===== config.mk =====
export PLATFORM = sky130hd
export DESIGN_NAME = multicycle_controller
export DESIGN_NICKNAME = d
export VERILOG_FILES = /design/src/rtl/multicycle_controller_pkg.sv /design/src/rtl/multicycle_controller_outputs.sv /design/src/rtl/multicycle_controller.sv
export SDC_FILE = /design/constraint.sdc
export NUM_CORES = 1
export LEC_CHECK = 0
export ABC_AREA = 1
export CAP_MARGIN = 0
export CORE_MARGIN = 2
export CORE_UTILIZATION = 42
export DETAILED_ROUTE_END_ITERATION = 12
export PLACE_DENSITY_LB_ADDON = 0.1
export SLEW_MARGIN = 40
export SYNTH_ARGS = -nofsm -noshare
export SYNTH_HDL_FRONTEND = slang
export SYNTH_SLANG_ARGS = --single-unit

===== constraint.sdc =====
create_clock -name CLK -period 1.49 [get_ports CLK]
set_clock_uncertainty 0.1 [all_clocks]
set_input_delay 0.2235 -clock CLK [delete_from_list [all_inputs] [get_ports CLK]]
set_output_delay 0.2235 -clock CLK [all_outputs]
set_load 0.1 [all_outputs]

===== src/rtl/multicycle_controller_pkg.sv =====
// Shared encodings for the multicycle CPU controller: states, opcodes,
// datapath mux codes and the bundled control word.
package multicycle_controller_pkg;

  typedef enum logic [3:0] {
    S_FETCH    = 4'd0,
    S_DECODE   = 4'd1,
    S_EXEC_R   = 4'd2,
    S_EXEC_I   = 4'd3,
    S_WB_ALU   = 4'd4,
    S_MEM_ADDR = 4'd5,
    S_MEM_RD   = 4'd6,
    S_WB_MEM   = 4'd7,
    S_MEM_WR   = 4'd8,
    S_BRANCH   = 4'd9,
    S_JUMP     = 4'd10,
    S_HALT     = 4'd11
  } state_e;

  localparam logic [6:0] OP_ADD  = 7'd0;
  localparam logic [6:0] OP_SUB  = 7'd1;
  localparam logic [6:0] OP_AND  = 7'd2;
  localparam logic [6:0] OP_OR   = 7'd3;
  localparam logic [6:0] OP_ADDI = 7'd4;
  localparam logic [6:0] OP_LW   = 7'd5;
  localparam logic [6:0] OP_SW   = 7'd6;
  localparam logic [6:0] OP_BEQ  = 7'd7;
  localparam logic [6:0] OP_BNE  = 7'd8;
  localparam logic [6:0] OP_J    = 7'd9;

  localparam logic [3:0] ALU_ADD = 4'd0;
  localparam logic [3:0] ALU_SUB = 4'd1;
  localparam logic [3:0] ALU_AND = 4'd2;
  localparam logic [3:0] ALU_OR  = 4'd3;

  localparam logic [1:0] SRCB_REG = 2'd0;
  localparam logic [1:0] SRCB_ONE = 2'd1;
  localparam logic [1:0] SRCB_IMM = 2'd2;

  localparam logic [1:0] PCS_ALU    = 2'd0;
  localparam logic [1:0] PCS_ALUOUT = 2'd1;
  localparam logic [1:0] PCS_IMM    = 2'd2;

  typedef struct packed {
    logic       pc_write;
    logic       ir_write;
    logic       mem_write;
    logic       reg_write;
    logic       iord;
    logic       mem_to_reg;
    logic       alu_src_a;
    logic [1:0] alu_src_b;
    logic [1:0] pc_source;
    logic [3:0] alu_op;
  } ctrl_t;

endpackage


===== src/rtl/multicycle_controller_outputs.sv =====
// Combinational state-to-control decode; write strobes are masked by
// enable and by reset so an abort takes effect without waiting for a clock.
module controller_outputs
  import multicycle_controller_pkg::*;
#(
  parameter logic [1:0] PC_INC_SEL = SRCB_ONE
) (
  input  state_e     state_i,
  input  logic       bne_i,
  input  logic       alu_zero_i,
  input  logic       enable_i,
  input  logic       rst_i,
  input  logic [1:0] rop_i,
  output ctrl_t      ctrl_o
);

  ctrl_t raw;

  always_comb begin
    raw = '0;
    case (state_i)
      S_FETCH: begin
        raw.ir_write  = 1'b1;
        raw.alu_src_b = PC_INC_SEL;
        raw.alu_op    = ALU_ADD;
        raw.pc_source = PCS_ALU;
        raw.pc_write  = 1'b1;
      end
      S_DECODE: begin
        raw.alu_src_b = SRCB_IMM;
        raw.alu_op    = ALU_ADD;
      end
      S_EXEC_R: begin
        raw.alu_src_a = 1'b1;
        raw.alu_src_b = SRCB_REG;
        raw.alu_op    = {2'b00, rop_i};
      end
      S_EXEC_I, S_MEM_ADDR: begin
        raw.alu_src_a = 1'b1;
        raw.alu_src_b = SRCB_IMM;
        raw.alu_op    = ALU_ADD;
      end
      S_WB_ALU: raw.reg_write = 1'b1;
      S_MEM_RD: raw.iord = 1'b1;
      S_WB_MEM: begin
        raw.reg_write  = 1'b1;
        raw.mem_to_reg = 1'b1;
      end
      S_MEM_WR: begin
        raw.iord      = 1'b1;
        raw.mem_write = 1'b1;
      end
      S_BRANCH: begin
        raw.alu_src_a = 1'b1;
        raw.alu_src_b = SRCB_REG;
        raw.alu_op    = ALU_SUB;
        raw.pc_source = PCS_ALUOUT;
        raw.pc_write  = bne_i ? ~alu_zero_i : alu_zero_i;
      end
      S_JUMP: begin
        raw.pc_source = PCS_IMM;
        raw.pc_write  = 1'b1;
      end
      default: ;
    endcase

    ctrl_o = raw;
    // Mux selects keep their state values during a stall; only strobes drop.
    if (!enable_i || rst_i) begin
      ctrl_o.pc_write  = 1'b0;
      ctrl_o.ir_write  = 1'b0;
      ctrl_o.mem_write = 1'b0;
      ctrl_o.reg_write = 1'b0;
    end
  end

endmodule


===== src/rtl/multicycle_controller.sv =====
// Multicycle CPU control FSM: state register, next-state logic and the
// sticky halted/illegal status; control decode lives in controller_outputs.
module multicycle_controller
  import multicycle_controller_pkg::*;
#(
  parameter logic [6:0] HALT_OP    = 7'h7F,
  parameter logic [1:0] PC_INC_SEL = 2'd1
) (
  input  logic       CLK,
  input  logic       Reset,
  input  logic [6:0] opcode,
  input  logic       alu_zero,
  input  logic       enable,
  output logic       PCWrite,
  output logic       IRWrite,
  output logic       MemWrite,
  output logic       RegWrite,
  output logic       IorD,
  output logic       MemToReg,
  output logic       ALUSrcA,
  output logic [1:0] ALUSrcB,
  output logic [1:0] PCSource,
  output logic [3:0] ALUOp,
  output logic       halted,
  output logic       illegal,
  output logic [3:0] state_dbg
);

  state_e     state_q, state_d;
  logic       halted_q, halted_d;
  logic       illegal_q, illegal_d;
  // Branch flavour and R-type ALU op are captured in DECODE so later
  // opcode changes cannot disturb the instruction in flight.
  logic       bne_q, bne_d;
  logic [1:0] rop_q, rop_d;
  ctrl_t      ctrl;

  always_comb begin
    state_d   = state_q;
    halted_d  = halted_q;
    illegal_d = illegal_q;
    bne_d     = bne_q;
    rop_d     = rop_q;
    case (state_q)
      S_FETCH: state_d = S_DECODE;
      S_DECODE: begin
        bne_d = (opcode == OP_BNE);
        rop_d = opcode[1:0];
        if (opcode == HALT_OP) begin
          state_d  = S_HALT;
          halted_d = 1'b1;
        end else begin
          case (opcode)
            OP_ADD, OP_SUB, OP_AND, OP_OR: state_d = S_EXEC_R;
            OP_ADDI:                       state_d = S_EXEC_I;
            OP_LW, OP_SW:                  state_d = S_MEM_ADDR;
            OP_BEQ, OP_BNE:                state_d = S_BRANCH;
            OP_J:                          state_d = S_JUMP;
            default: begin
              state_d   = S_HALT;
              halted_d  = 1'b1;
              illegal_d = 1'b1;
            end
          endcase
        end
      end
      S_EXEC_R, S_EXEC_I: state_d = S_WB_ALU;
      S_MEM_ADDR:         state_d = (opcode == OP_SW) ? S_MEM_WR : S_MEM_RD;
      S_MEM_RD:           state_d = S_WB_MEM;
      S_WB_ALU, S_WB_MEM, S_MEM_WR, S_BRANCH, S_JUMP: state_d = S_FETCH;
      S_HALT:             state_d = S_HALT;
      default:            state_d = S_FETCH;
    endcase
  end

  always_ff @(posedge CLK or posedge Reset) begin
    if (Reset) begin
      state_q   <= S_FETCH;
      halted_q  <= 1'b0;
      illegal_q <= 1'b0;
      bne_q     <= 1'b0;
      rop_q     <= 2'b00;
    end else if (enable) begin
      state_q   <= state_d;
      halted_q  <= halted_d;
      illegal_q <= illegal_d;
      bne_q     <= bne_d;
      rop_q     <= rop_d;
    end
  end

  controller_outputs #(.PC_INC_SEL(PC_INC_SEL)) u_outputs (
    .state_i    (state_q),
    .bne_i      (bne_q),
    .alu_zero_i (alu_zero),
    .enable_i   (enable),
    .rst_i      (Reset),
    .rop_i      (rop_q),
    .ctrl_o     (ctrl)
  );

  assign PCWrite   = ctrl.pc_write;
  assign IRWrite   = ctrl.ir_write;
  assign MemWrite  = ctrl.mem_write;
  assign RegWrite  = ctrl.reg_write;
  assign IorD      = ctrl.iord;
  assign MemToReg  = ctrl.mem_to_reg;
  assign ALUSrcA   = ctrl.alu_src_a;
  assign ALUSrcB   = ctrl.alu_src_b;
  assign PCSource  = ctrl.pc_source;
  assign ALUOp     = ctrl.alu_op;
  assign halted    = halted_q;
  assign illegal   = illegal_q;
  assign state_dbg = state_q;

endmodule

==> out/qor.yml, run 1 <==
status: "aborted with a tool error"
failed_stage: "4_1_cts"
error: "[ERROR DPL-0038] Utilization greater than 100%, impossible to legalize"
yosysUniqueCellTypes: 26
finalWeightedCongestion: 0.8587
avgSynthCellArea_um2: 6.216
ys_warn_count: 0
dieHeight_um: 47.01
yosysSeqAreaShare_pct: 28.99
cts_root_buffer: "clkbuf_4"
synthMuxAreaShare_pct: 0
start_util_pct: 45.00
ys_ff_latch: 9
clockBufferDepth: 2
io_buffer_count: 29
numCtsBuffers: 3
synth-xor-area-share_pct: 0
synth_area_leaders: "dfrtp_1 (29%), nand2_1 (19%), inv_1 (7.7%), nor2_1 (7.2%), nand3_1 (4.5%)"
post-cts-setup-buffers: 8
synth_top_area_cell: "dfrtp_1"
yosys.area_share.simple_pct: 48.15
synth.top_cell.area_share_pct: 28.99
cts.sinks: 9
cts-htree-levels: 1
synth_top_family_by_area: "simple AND/OR/NAND/NOR gates"
synth_adder_area_share_pct: 0
synth_cells: 125
io_pins: 32
synth_area_um2: 777.0
dp_hpwl_um: 3215
cts_resized: 45
synth-compound-area-share_pct: 8.696
rows: 15
die_w_um: 47.01
hold_buffers: 0
metrics by stage:
step	instances	worst slack (ps)	utilization [%]	hold slack [ps]	area, um2
detailed placement	212	-356.2	95.94	441.1	1657
global placement	212	-326.1	95.94	387.2	1657
floorplan	126	-987.0	-	-40.48	902.1
cells by family after synthesis:
group           Yosys count
compound gates           10
flops                     9
buf+inv                  26
other cells               1
simple gates             79
synthesized netlist by cell type:
| master | count |
|---|---|
| nand2_1 | 40 |
| inv_1 | 16 |
| nor2_1 | 15 |
| dfrtp_1 | 9 |
| inv_2 | 7 |
| nand3_1 | 7 |
| o21ai_1 | 5 |
| nand2_2 | 4 |
| nand4_1 | 3 |
| a211oi_1 | 2 |
| buf_4 | 2 |
| a311oi_1 | 1 |
| and2_1 | 1 |
| clkbuf_2 | 1 |
| conb_1 | 1 |
| nand2_4 | 1 |
| nand3b_1 | 1 |
| nand4_2 | 1 |
| nor2_2 | 1 |
| nor2_8 | 1 |
| nor3_1 | 1 |
| nor3b_1 | 1 |
| nor4_1 | 1 |
| o21a_1 | 1 |
| o21bai_2 | 1 |
| or2_2 | 1 |
==> run 2, diff against run 1 <==
--- a/config.mk
+++ b/config.mk
@@ -7,10 +7,10 @@
 export LEC_CHECK = 0
 export ABC_AREA = 1
 export CAP_MARGIN = 0
-export CORE_MARGIN = 2
-export CORE_UTILIZATION = 42
+export CORE_AREA = 2 2 63 65
 export DETAILED_ROUTE_END_ITERATION = 12
-export PLACE_DENSITY_LB_ADDON = 0.1
+export DIE_AREA = 0 0 65 67
+export PLACE_DENSITY_LB_ADDON = 0.15
 export SLEW_MARGIN = 40
 export SYNTH_ARGS = -nofsm -noshare
 export SYNTH_HDL_FRONTEND = slang
==> out/qor.yml, run 2 <==
status: "finished with violations"
violations: "setup timing"
grt_max_degree: 10
synth.top_cell.area_share_pct: 28.99
routed_via_density: 4.289
via_count: 1068
worst_ep_arrival_time_ps: 1500
grt_overflow: 0
final_cell_mix: "nand2_1 (33), buf_4 (27), buf_12 (19)"
dp.cells: 236
slew_viol_final: 0
io_buffer_count: 29
final_common_cell: "nand2_1"
totalWireLength_um: 2960
core_area_mm2: 0.003606
tns_ps: -3516
dp_hpwl_um: 2291
layout-drive-gt1-share_pct: 62.19
p_leak_nw: 0.9326
crit_path_max_fanout: 5
required_ps: 1170
clockBufferDepth: 2
antenna_found_initial: 0
ys.flop_type: "dfrtp_1"
avgSynthCellArea_um2: 6.216
maxCapViolations: 0
ys_warn_count: 0
post_drt_wl_per_cell_um: 11.89
tritoncts: "yes"
max-vdd-ir-drop_mv: 1.141
antenna_cells: 0
grt_pass1_wl_um: 4733
largest_reg_flops: 4
crit_end: "PCWrite"
crit_start: "state_dbg[1]"
clock_latency_ps: 230
clkSlewWorstSetupHoldPaths_ps: 50
ant_nets: 0
hold_buffers: 0
io_pins: 32
die_area_mm2: 0.004355
fillers: 330
synthArstFlopShare_pct: 100.0
fin_crit_ps: 1821
setup_violations: 23
synth_cells: 125
cp_cell_sequence: "nor2_4 > nand2_2 > clkinvlp_4 > a311oi_2 > nor2_4 > buf_12"
cts.sinks: 9
finalCritPeriodShare_pct: 122.2
power.density_mw_per_mm2: 2385
rsz0062_at_grt: "yes"
fin_area_mm2: 0.001989
ys_ff_latch: 9
r2r_cells: 9
reg2reg_from: "state_dbg[2]"
worst_setup_path_end_kind: "output pin"
drtIter0Drc: 11
synth_area_leaders: "dfrtp_1 (29%), nand2_1 (19%), inv_1 (7.7%), nor2_1 (7.2%), nand3_1 (4.5%)"
fmax_ghz: 0.5491
rows: 22
synth_edf_count: 0
yosysUniqueCellTypes: 26
synth_top_area_cell: "dfrtp_1"
startpoint_type: "flop"
numCtsBuffers: 3
finalWeightedCongestion: 0.8387
slowest_stage: "dfrtp_4"
die_w_um: 65
rrSetupSlack_ps: -100
max_stage_delay_ps: 470
dpl-instance-area_mm2: 0.001693
yosys-top-cells-count: "nand2_1 (40), inv_1 (16), nor2_1 (15)"
yosysSeqAreaShare_pct: 28.99
grt_pass1_vias: 1061
grt_use_total_pct: 14.28
dieHeight_um: 67
synth_area_um2: 777.0
setup_ws_ps: -331.0
hold_viol: 0
cts-htree-levels: 1
timing.rr.end: "illegal"
cts_root_buffer: "clkbuf_8"
hold_class: "input port to async pin"
critPathKind: "flop to output pin"
crit_top_cell: "nor2_4"
start_util_pct: 21.55
finalNetCount: 213
instances_no_fill: 249
area_delta_synth_final_pct: 156.0
drt_first_pass_iters: 4
remaining_drc_errors: 0
synth.most_common_cell: "nand2_1"
run 2: cell counts after synthesis:
Identical to the previous run, type by type.
run 2: power by group:
part           internal, mW  switching (mW)  total, mW
Sequential            0.357           0.154      0.511
Combinational          1.64            2.30       3.94
Clock                 0.187           0.103      0.290
run 2: routing by layer:
| layer | GRT usage [%] | up-vias | routed length [um] |
|---|---|---|---|
| met4 | 4.787 | 0 | 39 |
| met3 | 2.703 | 6 | 149 |
| met1 | 16.45 | 498 | 1219 |
| li1 | - | 534 | - |
| met5 | 0 | - | 0 |
| met2 | 26.29 | 30 | 1551 |
run 2: worst min-delay path by stage:
stage              from           end  cells past startpoint  slack, ps
2_1_floorplan     Reset         bne_q                      1        -40
3_3_place_gp   rop_q[1]      rop_q[1]                      2        410
3_5_place_dp     halted        halted                      2        420
4_1_cts           Reset  state_dbg[3]                      3        200
5_1_grt           Reset       illegal                      3        230
6_report          Reset        halted                      3        190
run 2: layout make-up:
cell class	count	area, um2	area share, %
Timing Repair Buffer	74	884.6	44.47
Inverter	23	105.1	5.283
Clock buffer	4	45.04	2.264
Tap cell	48	60.06	3.019
Sequential cell	9	240.2	12.08
Multi-Input combinational cell	91	654.4	32.89
run 2: cells by family after synthesis:
| family | after synthesis | synth area share (%) |
|---|---|---|
| buffers and inverters | 26 | 13.69 |
| flip-flops | 9 | 28.99 |
| other | 1 | 0.4826 |
| AND/OR/NAND/NOR | 79 | 48.15 |
| AO/OA/AOI/OAI | 10 | 8.695 |
run 2: repair_timing:
item	CTS	global route
gates resized for setup	29	24
pin swaps	12	13
setup endpoints to repair	16	22
buffers inserted	8	8
run 2: per-stage QoR:
| stage | setup slack (ps) | hold WS [ps] | util [%] | power [mW] |
|---|---|---|---|---|
| finish | -331.0 | 191.0 | 55.17 | 4.745 |
| detailed placement | -349.5 | 420.6 | 46.95 | 3.862 |
| CTS | -315.0 | 202.3 | 51.84 | 4.471 |
| floorplan | -987.0 | -40.48 | - | 2.480 |
| global route | -392.6 | 229.8 | 55.17 | 4.958 |
| global placement | -341.6 | 410.7 | 46.95 | 3.832 |
run 2: critical path: cells and delay by family (launching register included):
family / cells / cell delay, ps
buffers and inverters: 2 / 290
AO/OA/AOI/OAI: 1 / 290
AND/OR/NAND/NOR: 3 / 220
flip-flops: 1 / 470
No activity file was read; power rests on OpenSTA's default activity.
==> run 3, diff against run 2 <==
--- a/config.mk
+++ b/config.mk
@@ -10,7 +10,6 @@
 export CORE_AREA = 2 2 63 65
 export DETAILED_ROUTE_END_ITERATION = 12
 export DIE_AREA = 0 0 65 67
-export PLACE_DENSITY_LB_ADDON = 0.15
 export SLEW_MARGIN = 40
 export SYNTH_ARGS = -nofsm -noshare
 export SYNTH_HDL_FRONTEND = slang
==> out/qor.yml, run 3 (synthesized netlist as in run 2, its figures left out) <==
wl_met1_um: 1112
drt_first_pass_iters: 4
fillers: 304
drtIter0Drc: 31
antenna_cells: 0
cts.sinks: 9
totalWireLength_um: 2825
setup_violations: 17
rows: 22
routed_via_density: 4.289
remaining_drc_errors: 0
power_switching_mw: 2.518
start_util_pct: 21.55
slowest_stage: "dfrtp_4"
power.density_mw_per_mm2: 2329
wl_met3_um: 112
crit_path_max_fanout: 5
worst_ep_arrival_time_ps: 1520
clock_latency_ps: 240
final_common_cell: "nand2_1"
post_drt_wl_per_cell_um: 11.48
multiInputGateArea_um2: 659.4
comb_power_share_pct: 82.6
critPathKind: "flop to output pin"
fin_area_mm2: 0.001977
hold_class: "input port to async pin"
maxUsedRoutingLayer: "met4"
io_buffer_count: 29
crit_top_cell: "nor2_4"
grt_use_total_pct: 13.82
finalNetCount: 210
timing.rr.end: "state_dbg[2]"
clkPwrFrac_pct: 6.2
register_area_um2: 240.2
core_area_mm2: 0.003606
worst_setup_path_end_kind: "output pin"
clkSlewWorstSetupHoldPaths_ps: 50
setup_ws_ps: -349.4
wl_met2_um: 1564
dieHeight_um: 67
grt_overflow: 0
die_area_mm2: 0.004355
area_delta_synth_final_pct: 154.4
post-route-util_pct: 54.82
p_seq_share_pct: 11.1
dp.cells: 237
swShare_pct: 54.69
cp_top_family: "flip-flops"
final_cell_mix: "nand2_1 (32), buf_4 (28), buf_12 (21)"
max_stage_delay_ps: 530
largest_reg_flops: 4
dpl-instance-area_mm2: 0.001713
finalWeightedCongestion: 0.8671
die_w_um: 65
reg2reg_from: "state_dbg[0]"
via_count: 1055
cts_root_buffer: "clkbuf_8"
antenna_found_initial: 0
maxCapViolations: 0
dp_hpwl_um: 2115
startpoint_type: "flop"
p_leak_nw: 0.9134
slew_viol_final: 0
finalCritPeriodShare_pct: 123.4
hold_viol: 0
cts-htree-levels: 1
fmax_ghz: 0.5437
layout-drive-gt1-share_pct: 59.60
status: "finished with violations"
ant_nets: 0
required_ps: 1170
rsz0062_at_grt: "yes"
worst-path-buf-inv: 1
max-vdd-ir-drop_mv: 0.9501
intPower_mw: 2.086
grt_pass1_wl_um: 4547
io_pins: 32
instances_no_fill: 246
grt_pass1_vias: 1047
r2r_cells: 9
clockBufferDepth: 2
rrSetupSlack_ps: -10
numCtsBuffers: 3
fin_crit_ps: 1839
violations: "setup timing"
cp_cell_sequence: "nand2_4 > nor2_4 > a311oi_2 > nor2_4 > buf_12"
grt_max_degree: 10
tns_ps: -3341
tritoncts: "yes"
## run 3: power groups by stage
stage	clock [mW]	sequential, mW	combinational [mW]
after detailed placement	0	0.475	3.41
final	0.287	0.513	3.80
after global placement	0	0.474	3.39
after floorplan	0	0.861	1.62
after global routing	0.301	0.528	3.99
after CTS	0.297	0.494	3.69
## run 3: worst register-to-register path, delay by kind of cell (launching register included)
kind / cells / cell delay [ps]
DFF: 1 / 530
buffers and inverters: 4 / 420
and+or+nand+nor: 5 / 390
## run 3: final cells by class
class / count / share of cell area (%)
Clock inverter: 1 / 0.2532
Timing Repair Buffer: 71 / 43.80
Inverter: 23 / 5.316
Tap cell: 48 / 3.038
Multi-Input combinational cell: 91 / 33.35
Clock buffer: 3 / 2.089
Sequential cell: 9 / 12.15
## run 3: worst max path at each step
stage                  from  endpoint  cells after the start
2_1_floorplan  state_dbg[2]   ALUSrcA                      5
3_3_place_gp       alu_zero   PCWrite                      6
3_5_place_dp       alu_zero   PCWrite                      6
4_1_cts        state_dbg[1]   ALUSrcA                      7
5_1_grt        state_dbg[1]   PCWrite                      5
6_report       state_dbg[1]   PCWrite                      5
## run 3: through the flow
stage               hold WS [ps]  power [mW]  worst slack [ps]
global placement           384.1       3.862            -356.0
finish                     179.5       4.604            -349.4
CTS                        180.6       4.476            -352.8
global route               192.9       4.815            -410.0
detailed placement         379.6       3.882            -346.7
floorplan                 -40.48       2.480            -987.0
## run 3: per-layer routing
layer | up-vias | GRT usage [%]
met2 | 20 | 24.23
li1 | 535 | -
met1 | 495 | 15.34
met3 | 5 | 4.392
met5 | - | 0
met4 | 0 | 5.851
## run 3: timing repair
item | CTS | global route
hold buffers | 0 | 0
setup endpoints to repair | 16 | 23
cloned | 0 | 0
pin swaps | 12 | 6
gates resized for setup | 24 | 18
buffers inserted | 5 | 3
